## src/rtl/pipe_stage_skid_pkg.sv

```systemverilog
// ============================================================================
// Module      : pipe_pkg
// Description : Shared types for the skid-buffered pipeline stage registers:
//               stage state encoding, occupancy codes and per-boundary payloads.
// Revision    : 1.0 - initial release
// ============================================================================
`default_nettype none

package pipe_pkg;

  typedef enum logic [1:0] {
    EMPTY = 2'd0,
    ONE   = 2'd1,
    TWO   = 2'd2
  } state_e;

  localparam logic [1:0] c_OCC_EMPTY = 2'd0;
  localparam logic [1:0] c_OCC_ONE   = 2'd1;
  localparam logic [1:0] c_OCC_TWO   = 2'd2;

  // Illegal encodings report as empty, matching the recovery state.
  function automatic logic [1:0] occ_of(state_e s);
    case (s)
      ONE:     return c_OCC_ONE;
      TWO:     return c_OCC_TWO;
      default: return c_OCC_EMPTY;
    endcase
  endfunction

  typedef struct packed {
    logic [4:0]  wd;
    logic        wreg;
    logic [31:0] wdata;
    logic        whilo;
    logic [31:0] hi;
    logic [31:0] lo;
    logic [7:0]  aluop;
    logic [31:0] reg2;
    logic [31:0] pc;
    logic        delayslot;
    logic [31:0] excepttype;
  } ex_mem_t;

  typedef struct packed {
    logic [4:0]  wd;
    logic        wreg;
    logic [31:0] wdata;
    logic        whilo;
    logic [31:0] hi;
    logic [31:0] lo;
    logic [7:0]  aluop;
    logic [31:0] mem_addr;
    logic [31:0] reg2;
    logic        cp0_we;
    logic [4:0]  cp0_waddr;
    logic [31:0] cp0_wdata;
    logic [31:0] excepttype;
    logic [31:0] pc;
    logic        delayslot;
  } nop2_mem_t;

  typedef struct packed {
    logic [4:0]  wd;
    logic        wreg;
    logic [31:0] wdata;
    logic        whilo;
    logic [31:0] hi;
    logic [31:0] lo;
    logic        cp0_we;
    logic [4:0]  cp0_waddr;
    logic [31:0] cp0_wdata;
  } mem_wb_t;

  localparam int c_EX_MEM_W   = $bits(ex_mem_t);
  localparam int c_NOP2_MEM_W = $bits(nop2_mem_t);
  localparam int c_MEM_WB_W   = $bits(mem_wb_t);

endpackage

`default_nettype wire

```

## src/rtl/pipe_stage_skid_if.sv

```systemverilog
// ============================================================================
// Module      : pipe_stage_skid_if
// Description : Valid/ready payload handshake into and out of one stage.
// Revision    : 1.0 - initial release
// ============================================================================
`default_nettype none

interface pipe_stage_skid_if #(
  parameter int DATA_W = 128
);

  logic              in_valid;
  logic              in_ready;
  logic [DATA_W-1:0] in_data;
  logic              out_valid;
  logic              out_ready;
  logic [DATA_W-1:0] out_data;

  // Environment side: feeds the stage and consumes its output.
  modport master (
    output in_valid,
    output in_data,
    output out_ready,
    input  in_ready,
    input  out_valid,
    input  out_data
  );

  // Stage side.
  modport slave (
    input  in_valid,
    input  in_data,
    input  out_ready,
    output in_ready,
    output out_valid,
    output out_data
  );

endinterface

`default_nettype wire

```

## src/rtl/pipe_stage_skid_sat_counter.sv

```systemverilog
// ============================================================================
// Module      : sat_counter
// Description : Saturating up-counter with synchronous clear (clear wins).
// Revision    : 1.0 - initial release
// ============================================================================
`default_nettype none

module sat_counter #(
  parameter int CNT_W = 16
) (
  input  logic             clk,
  input  logic             rst,
  input  logic             inc,
  input  logic             clr,
  output logic [CNT_W-1:0] count
);

  localparam logic [CNT_W-1:0] c_ONE = 1;
  localparam logic [CNT_W-1:0] c_MAX = '1;

  logic [CNT_W-1:0] r_count;

  always_ff @(posedge clk or posedge rst) begin
    if (rst) begin
      r_count <= '0;
    end else if (clr) begin
      r_count <= '0;
    end else if (inc && (r_count != c_MAX)) begin
      r_count <= r_count + c_ONE;
    end
  end

  assign count = r_count;

endmodule

`default_nettype wire

```

## src/rtl/pipe_stage_skid.sv

```systemverilog
// ============================================================================
// Module      : pipe_stage_skid
// Description : Pipeline stage register with 2-entry skid buffer, registered
//               ready, flush and saturating back-pressure counter.
// Revision    : 1.0 - initial release
// ============================================================================
`default_nettype none

module pipe_stage_skid
  import pipe_pkg::*;
#(
  parameter int DATA_W         = 128,
  parameter bit CLEAR_ON_FLUSH = 1'b1,
  parameter int CNT_W          = 16
) (
  input  logic                clk,
  input  logic                rst,
  input  logic                flush,
  input  logic                bp_clear,
  pipe_stage_skid_if.slave    bus,
  output logic [1:0]          occupancy,
  output logic [CNT_W-1:0]    bp_cycles
);

  state_e            r_state;
  state_e            w_state_nxt;
  logic [DATA_W-1:0] r_main;
  logic [DATA_W-1:0] r_skid;
  logic [DATA_W-1:0] w_main_nxt;
  logic [DATA_W-1:0] w_skid_nxt;
  logic              r_out_valid;
  logic              r_in_ready;
  logic [1:0]        r_occ;
  logic              w_in_fire;
  logic              w_out_fire;

  assign w_in_fire  = bus.in_valid & r_in_ready;
  assign w_out_fire = r_out_valid & bus.out_ready;

  always_comb begin
    w_state_nxt = r_state;
    w_main_nxt  = r_main;
    w_skid_nxt  = r_skid;

    if (flush) begin
      // Any concurrent in_fire is dropped; a concurrent out_fire has completed.
      w_state_nxt = EMPTY;
      if (CLEAR_ON_FLUSH) begin
        w_main_nxt = '0;
        w_skid_nxt = '0;
      end
    end else begin
      case (r_state)
        EMPTY: begin
          if (w_in_fire) begin
            w_state_nxt = ONE;
            w_main_nxt  = bus.in_data;
          end else if (CLEAR_ON_FLUSH) begin
            w_main_nxt = '0;
          end
        end
        ONE: begin
          if (w_in_fire && w_out_fire) begin
            w_main_nxt = bus.in_data;
          end else if (w_in_fire) begin
            w_state_nxt = TWO;
            w_skid_nxt  = bus.in_data;
          end else if (w_out_fire) begin
            w_state_nxt = EMPTY;
            if (CLEAR_ON_FLUSH) begin
              w_main_nxt = '0;
            end
          end
        end
        TWO: begin
          if (w_out_fire) begin
            w_state_nxt = ONE;
            w_main_nxt  = r_skid;
            if (CLEAR_ON_FLUSH) begin
              w_skid_nxt = '0;
            end
          end
        end
        default: begin
          w_state_nxt = EMPTY;
          w_main_nxt  = '0;
          w_skid_nxt  = '0;
        end
      endcase
    end
  end

  // Handshake outputs are decoded from the next state so they leave a flop.
  always_ff @(posedge clk or posedge rst) begin
    if (rst) begin
      r_state     <= EMPTY;
      r_main      <= '0;
      r_skid      <= '0;
      r_out_valid <= 1'b0;
      r_in_ready  <= 1'b1;
      r_occ       <= c_OCC_EMPTY;
    end else begin
      r_state     <= w_state_nxt;
      r_main      <= w_main_nxt;
      r_skid      <= w_skid_nxt;
      r_out_valid <= (w_state_nxt == ONE) || (w_state_nxt == TWO);
      r_in_ready  <= (w_state_nxt != TWO);
      r_occ       <= occ_of(w_state_nxt);
    end
  end

  assign bus.in_ready  = r_in_ready;
  assign bus.out_valid = r_out_valid;
  assign bus.out_data  = r_main;
  assign occupancy     = r_occ;

  sat_counter #(
    .CNT_W (CNT_W)
  ) u_bp_cnt (
    .clk   (clk),
    .rst   (rst),
    .inc   (r_out_valid & ~bus.out_ready),
    .clr   (bp_clear),
    .count (bp_cycles)
  );

  // A stalled upstream offer must stay put until it is taken.
  property p_stalled_input_stable;
    @(posedge clk) disable iff (rst)
      (bus.in_valid && !r_in_ready && !flush) |=> (bus.in_valid && $stable(bus.in_data));
  endproperty

  a_stalled_input_stable: assert property (p_stalled_input_stable);

endmodule

`default_nettype wire
```

## src/flat_wrapper.sv

```systemverilog
// flat-port wrapper written by rule: the top's interface ports become plain ports
module pipe_stage_skid_flat import pipe_pkg::*;
#(
  parameter int DATA_W         = 128,
  parameter bit CLEAR_ON_FLUSH = 1'b1,
  parameter int CNT_W          = 16
)
  (clk, rst, flush, bp_clear, occupancy, bp_cycles, bus_in_valid, bus_in_data, bus_out_ready, bus_in_ready, bus_out_valid, bus_out_data);
  pipe_stage_skid_if #(.DATA_W(DATA_W)) bus_i ();
  input  logic clk;
  input  logic rst;
  input  logic flush;
  input  logic bp_clear;
  output logic [1:0] occupancy;
  output logic [CNT_W-1:0] bp_cycles;
  input wire logic [$bits(bus_i.in_valid)-1:0] bus_in_valid;
  input wire logic [$bits(bus_i.in_data)-1:0] bus_in_data;
  input wire logic [$bits(bus_i.out_ready)-1:0] bus_out_ready;
  output wire logic [$bits(bus_i.in_ready)-1:0] bus_in_ready;
  output wire logic [$bits(bus_i.out_valid)-1:0] bus_out_valid;
  output wire logic [$bits(bus_i.out_data)-1:0] bus_out_data;
  assign bus_i.in_valid = bus_in_valid;
  assign bus_i.in_data = bus_in_data;
  assign bus_i.out_ready = bus_out_ready;
  assign bus_in_ready = bus_i.in_ready;
  assign bus_out_valid = bus_i.out_valid;
  assign bus_out_data = bus_i.out_data;
  pipe_stage_skid #(.DATA_W(DATA_W), .CLEAR_ON_FLUSH(CLEAR_ON_FLUSH), .CNT_W(CNT_W)) u_core (.clk(clk), .rst(rst), .flush(flush), .bp_clear(bp_clear), .bus(bus_i), .occupancy(occupancy), .bp_cycles(bp_cycles));
endmodule
```

## config.mk

```make
export PLATFORM = sky130hd
export DESIGN_NAME = pipe_stage_skid_flat
export DESIGN_NICKNAME = d
export VERILOG_FILES = /design/src/rtl/pipe_stage_skid_pkg.sv /design/src/rtl/pipe_stage_skid_if.sv /design/src/rtl/pipe_stage_skid_sat_counter.sv /design/src/rtl/pipe_stage_skid.sv /design/src/flat_wrapper.sv
export SDC_FILE = /design/constraint.sdc
export NUM_CORES = 1
export LEC_CHECK = 0
export CORE_AREA = 2 2 200 202
export CTS_CLUSTER_DIAMETER = 60
export DETAILED_ROUTE_END_ITERATION = 10
export DIE_AREA = 0 0 202 204
export HOLD_SLACK_MARGIN = 0.08
export SLEW_MARGIN = 20
export SYNTH_ARGS = -nofsm -noshare
export SYNTH_HDL_FRONTEND = slang
export SYNTH_SLANG_ARGS = --single-unit
export TNS_END_PERCENT = 10
```

## constraint.sdc

```tcl
create_clock -name clk -period 27.8 [get_ports clk]
set_input_delay 5.56 -clock clk [delete_from_list [all_inputs] [get_ports clk]]
set_output_delay 5.56 -clock clk [all_outputs]
set_load 0.005 [all_outputs]
```

## Word-level counts from Yosys, hierarchy flattened

Cells that the tools add are included.
Widths: inputs -> output; s select.

- Bits of input ports: 134
- Logic and storage cells: 52
- Flip-flop bits (word level): 278
- Output and inout port bits: 148

- Bitwise logic cells: 4
- Eq/ne operators: 12
- Multiplexer cells: 21
- $add $sub $neg: 1
- Reduce and logical (&&, ||, !) cells: 7

Operator list:

| operator | count |
|---|---|
| $mux 128 | 9 |
| $pmux 128 s3 | 2 |
| $mux 16 | 2 |
| $add 16x1->16 const B | 1 |
| $ne 16x16->1 const B | 1 |
| $mux 2 | 6 |
| $ne 3x2->1 const B | 2 |
| $pmux 2 s3 | 1 |
| $eq 2x1->1 const B | 2 |
| $eq 2x2->1 const B | 2 |
| $ne 2x2->1 const B | 2 |
| $ne 4x2->1 const B | 1 |
| $ne 4x4->1 const B | 1 |
| $pmux 2 s2 | 1 |
| $reduce_and 4->1 | 1 |
| $and 1x1->1 | 3 |
| $ne 3x3->1 const B | 1 |
| $reduce_and 3->1 | 1 |
| $logic_and 1x1->1 | 2 |
| $logic_not 2->1 | 1 |
| $reduce_bool 2->1 | 1 |
| $logic_or 1x1->1 | 1 |
| $not 1->1 | 1 |

## Longest topological paths before layout

- Depth in word-level cells: 8
- Gate-level depth with buffers: 9

## Cells and area by module

Synthesis repeated with hierarchy kept, for this count alone.

- Cells, all modules: 1,176
- Area, all modules: 12,455.7 um^2

Modules (own cells, without submodules):

| module | cells an instance | times used | seq. area each (um^2) | area an instance (um^2) |
|---|---|---|---|---|
| pipe_stage_skid | 1,075 | 1 | 6,557.5 | 11,523.6 |
| sat_counter | 101 | 1 | 400.4 | 932.1 |

## Worst setup path after synthesis

OpenSTA, ideal clock, no wires.

- Kind: in2reg
- Start point: in bus_out_ready
- End point: reg u_core.r_out_valid, in the netlist u_core.bus.out_valid
- Required time: 27.737 ns
- Stages: 7
- Slack: 21.157 ns
- Arrival time: 6.580 ns
- Buffers on the path: 2
- Path through: a211oi_2 buf_4 buf_2 nand2_1 inv_1 ha_1 inv_1

- Word-level cells in the longest chain between the ends: 8

RTL lines:

| what | line | source |
|---|---|---|
| start, declared | flat_wrapper.sv:18 | `input wire logic [$bits(bus_i.out_ready)-1:0] bus_out_ready;` |
| $and 1x1->1 (*) | pipe_stage_skid.sv:38 | `assign w_out_fire = r_out_valid & bus.out_ready;` |
| $mux 2 | pipe_stage_skid.sv:68 | `end else if (w_out_fire) begin` |
| $mux 2 | pipe_stage_skid.sv:65 | `end else if (w_in_fire) begin` |
| $mux 2 | pipe_stage_skid.sv:63 | `if (w_in_fire && w_out_fire) begin` |
| $pmux 2 s3 (*) | pipe_stage_skid.sv:53 | `case (r_state)` |
| $mux 2 (*) | pipe_stage_skid.sv:45 | `if (flush) begin` |
| net u_core.w_state_nxt[1] | pipe_stage_skid.sv:26 | `state_e w_state_nxt;` |
| $eq 2x1->1 or $eq 2x2->1 (tied branches) | pipe_stage_skid.sv:106 | `r_out_valid <= (w_state_nxt == ONE) \|\| (w_state_nxt == TWO);` |
| $logic_or 1x1->1 (*) | pipe_stage_skid.sv:106 |  |
| end signal, assigned | pipe_stage_skid.sv:106 |  |
| end, declared | pipe_stage_skid.sv:31 | `logic r_out_valid;` |

Mark *: on every way through the listed nets, which the timed path passes. The rest lies on a longest branch.
A chain may end at the register's enable or synchronous reset.

## Worst setup path after layout

- Start point: in bus_out_ready
- End point: reg u_core.r_main[2], in the netlist u_core.bus.out_data[2]

- Word-level cells in the longest chain between the ends: 5

RTL lines:

| what | line | source |
|---|---|---|
| $and 1x1->1 (*) | pipe_stage_skid.sv:38 |  |
| $logic_and 1x1->1 | pipe_stage_skid.sv:63 |  |
| $mux 128 | pipe_stage_skid.sv:63 |  |
| $pmux 128 s3 | pipe_stage_skid.sv:53 |  |
| $mux 128 | pipe_stage_skid.sv:45 |  |
| end signal, assigned | pipe_stage_skid.sv:104 | `r_main <= w_main_nxt;` |
| end, declared | pipe_stage_skid.sv:27 | `logic [DATA_W-1:0] r_main;` |

Every way passes the cells marked *; elsewhere a longest branch is shown, timed or not.

==> impl_metrics.json <==
{
  "outcome": "completed",
  "grtUsageTotal_pct": 17.2,
  "grt_pass1_vias": 9948,
  "wl_per_cell_um": 17.5,
  "multi_input_area_um2": 4600,
  "syn-num-nets": 1388,
  "hold_path_class": "flip-flop to flip-flop",
  "pwr-share-seq_pct": 41.6,
  "cp.arrival_ns": 8.22,
  "fmax_ghz": 0.127,
  "port_buffers": 281,
  "wl_met2_um": 15700,
  "leakagePower_nw": 7.17,
  "final_util_pct": 43.0,
  "cts_made_buffers": 36,
  "drc_errors": 0,
  "nFillCells": 3744,
  "clock_latency_ns": 0.52,
  "ios": 282,
  "worstPathRequired_ns": 28.16,
  "register_area_um2": 6960,
  "vias_per_cell": 4.92,
  "first_pass_iters": 4,
  "swShare_pct": 26.7,
  "cts_sinks": 278,
  "final_common_cell": "clkdlybuf4s50_1",
  "syn_to_final_growth_pct": 32.0,
  "place_congestion": 0.803,
  "final-hold-violation-count": 0,
  "dp_hpwl_um": 21400,
  "nets": 1629,
  "top_layer": "met5",
  "cp_max_fo": 79,
  "cp-start-kind": "input port",
  "grt_pass1_wl_um": 56900,
  "layout-drive-gt1-share_pct": 5.81,
  "dieHeight_um": 204,
  "wl_met1_um": 16500,
  "fp.dieArea_um2": 41200,
  "slew_headroom_pct": 9.08,
  "postCtsSetupBuffers": 0,
  "core_um2": 39200,
  "ys_types": 49,
  "synth-seq-cells": 278,
  "maxCapViolCount": 0,
  "pwr-share-clk_pct": 42.8,
  "drv_slew": 0,
  "period_needed_ns": 7.86,
  "grt_antenna_before_repair": 3,
  "start_util_pct": 32.6,
  "ys_async_sr_fraction_pct": 100,
  "holdPathStages": 2,
  "ctsHoldBuffers": 0,
  "p_switching_mw": 0.289,
  "r2r_cells": 6,
  "rsz0062_at_grt": "false",
  "synth_area_um2": 12800,
  "worst_pin_slew_ns": 1.36,
  "cellPowerDensity_nw_per_um2": 64.2,
  "vias": 10000,
  "syn_inst": 1250,
  "power_frac_comb_pct": 15.6,
  "synth_warnings": 0,
  "crit_type": "input port to flip-flop",
  "grt_max_degree": 129,
  "synth-edff-count": 0,
  "dr_wl_met3_um": 2490,
  "synth-seq-area-share_pct": 54.5,
  "cts_htree_levels": 2,
  "drt-total-wl_um": 35700,
  "rows": 73,
  "postRouteAntennaNets": 0,
  "p_int_mw": 0.793,
  "setup_tns_ns": 0,
  "max-vdd-ir-drop_uv": 37.5,
  "cts_resized": 0,
  "ys.flop_type": "dfrtp_1",
  "end_kind": "flip-flop",
  "clkSlewWorstSetupHoldPaths_ns": 0.06,
  "cts_root_buffer": "clkbuf_16",
  "final_cell_mix": "clkdlybuf4s50_1 (281), dfrtp_1 (277), nand2_1 (261), inv_1 (133)",
  "fin_crit_sh_pct": 28.3,
  "setup_violations": 0,
  "clock_skew_ns": 0.0155,
  "first_iter_violations": 523,
  "grt_remaining_overflow": 0,
  "clock_path_buffers": 3,
  "chipWidth_um": 202,
  "syn_avg_cell_area_um2": 10.2,
  "cts_tree": "yes"
}
cells by family (layout without fill, tap and decap cells):
kind of cell | Yosys count | after routing | share of synthesized area [%]
multiplexers | 131 | 131 | 10.3
flip-flops | 278 | 278 | 54.5
adder cells (fa/ha/maj) | 4 | 4 | 0.392
AND/OR/NAND/NOR | 317 | 317 | 10.4
XOR/XNOR | 1 | 1 | 0.0687
other | 0 | 2 | 0
buffers and inverters | 226 | 490 | 9.76
AO/OA/AOI/OAI | 293 | 293 | 14.5
layout make-up:
cell class	instances	area share, %
sequential	278	41.3
timing repair buffer	295	17.4
inverter	134	3.03
antenna	2	0.0297
clock buffer	50	6.20
clock inverter	11	0.810
tap	525	3.90
multi-input combinational	746	27.3
routing by layer:
metal	GRT usage, %	up-vias
li1	-	4705
met1	24.5	4924
met2	25.4	343
met3	4.24	66
met4	5.93	2
met5	0	-
power groups by stage:
stage / combinational [mW] / clock (mW) / sequential [mW]
after floorplan: 0.103 / 0 / 0.453
after global placement: 0.169 / 0 / 0.456
after detailed placement: 0.171 / 0 / 0.456
after CTS: 0.172 / 0.479 / 0.450
after global routing: 0.185 / 0.494 / 0.453
final: 0.169 / 0.463 / 0.450
critical path, stage by stage:
cell and delay [ns]:
clkdlybuf4s50_1 0.55, nand2_2 0.21, a21oi_1 0.12, o21bai_4 0.15, buf_4 0.48, buf_4 0.85
o21ai_1 0.16
state kept, by name, summed over array words and instances (netlist names):
name and count:
u_core.bus.out_valid 1, u_core.u_bp_cnt.count 16, u_core.occupancy 2, u_core.bus.out_data 128
u_core.r_skid 128, u_core.r_state 2, u_core.bus.in_ready 1
per-stage QoR:
step | hold slack (ns) | setup slack, ns | instance area, um^2 | std cells | total power [mW]
2_1_floorplan | 0.471 | 14.58 | 12800 | 1250 | 0.556
3_3_place_gp | 0.464 | 19.41 | 15700 | 1978 | 0.625
3_5_place_dp | 0.471 | 19.37 | 15700 | 1978 | 0.628
4_1_cts | 0.484 | 19.94 | 16800 | 2039 | 1.10
5_1_grt | 0.511 | 19.71 | 16800 | 2039 | 1.13
6_report | 0.475 | 19.94 | 16800 | 2041 | 1.08
synthesized netlist by cell type, types with 5 or more instances:
master / number / area (um^2)
a21oi_1: 15 / 75.1
a22oi_1: 128 / 961
and3_1: 5 / 31.3
buf_12: 11 / 220
buf_2: 17 / 85.1
buf_4: 17 / 128
buf_6: 16 / 180
clkbuf_1: 17 / 63.8
clkbuf_2: 10 / 50.1
dfrtp_1: 277 / 6930
inv_1: 134 / 503
mux2i_1: 128 / 1280
nand2_1: 261 / 980
nand3_1: 8 / 40.0
nand4_1: 5 / 31.3
nor2_1: 9 / 33.8
o21ai_0: 15 / 75.1
o21ai_1: 118 / 591
or3_1: 6 / 37.5
final timing paths:
check | start | end | slack (ns)
max | bus_out_ready | u_core.bus.out_data[2]$_DFFE_PP0P_ | 19.94
min | u_core.bus.out_data[64]$_DFFE_PP0P_ | u_core.bus.out_data[64]$_DFFE_PP0P_ | 0.48
max reg2reg | u_core.r_state[0]$_DFF_PP0_ | u_core.bus.out_data[98]$_DFFE_PP0P_ | 25.06
min reg2reg | u_core.bus.out_data[64]$_DFFE_PP0P_ | u_core.bus.out_data[64]$_DFFE_PP0P_ | 0.48
max in group asynchronous | rst | u_core.r_skid[36]$_DFFE_PP0P_ | 20.14
min in group asynchronous | rst | u_core.r_skid[4]$_DFFE_PP0P_ | 5.51
(Power assumes the default switching activity.)
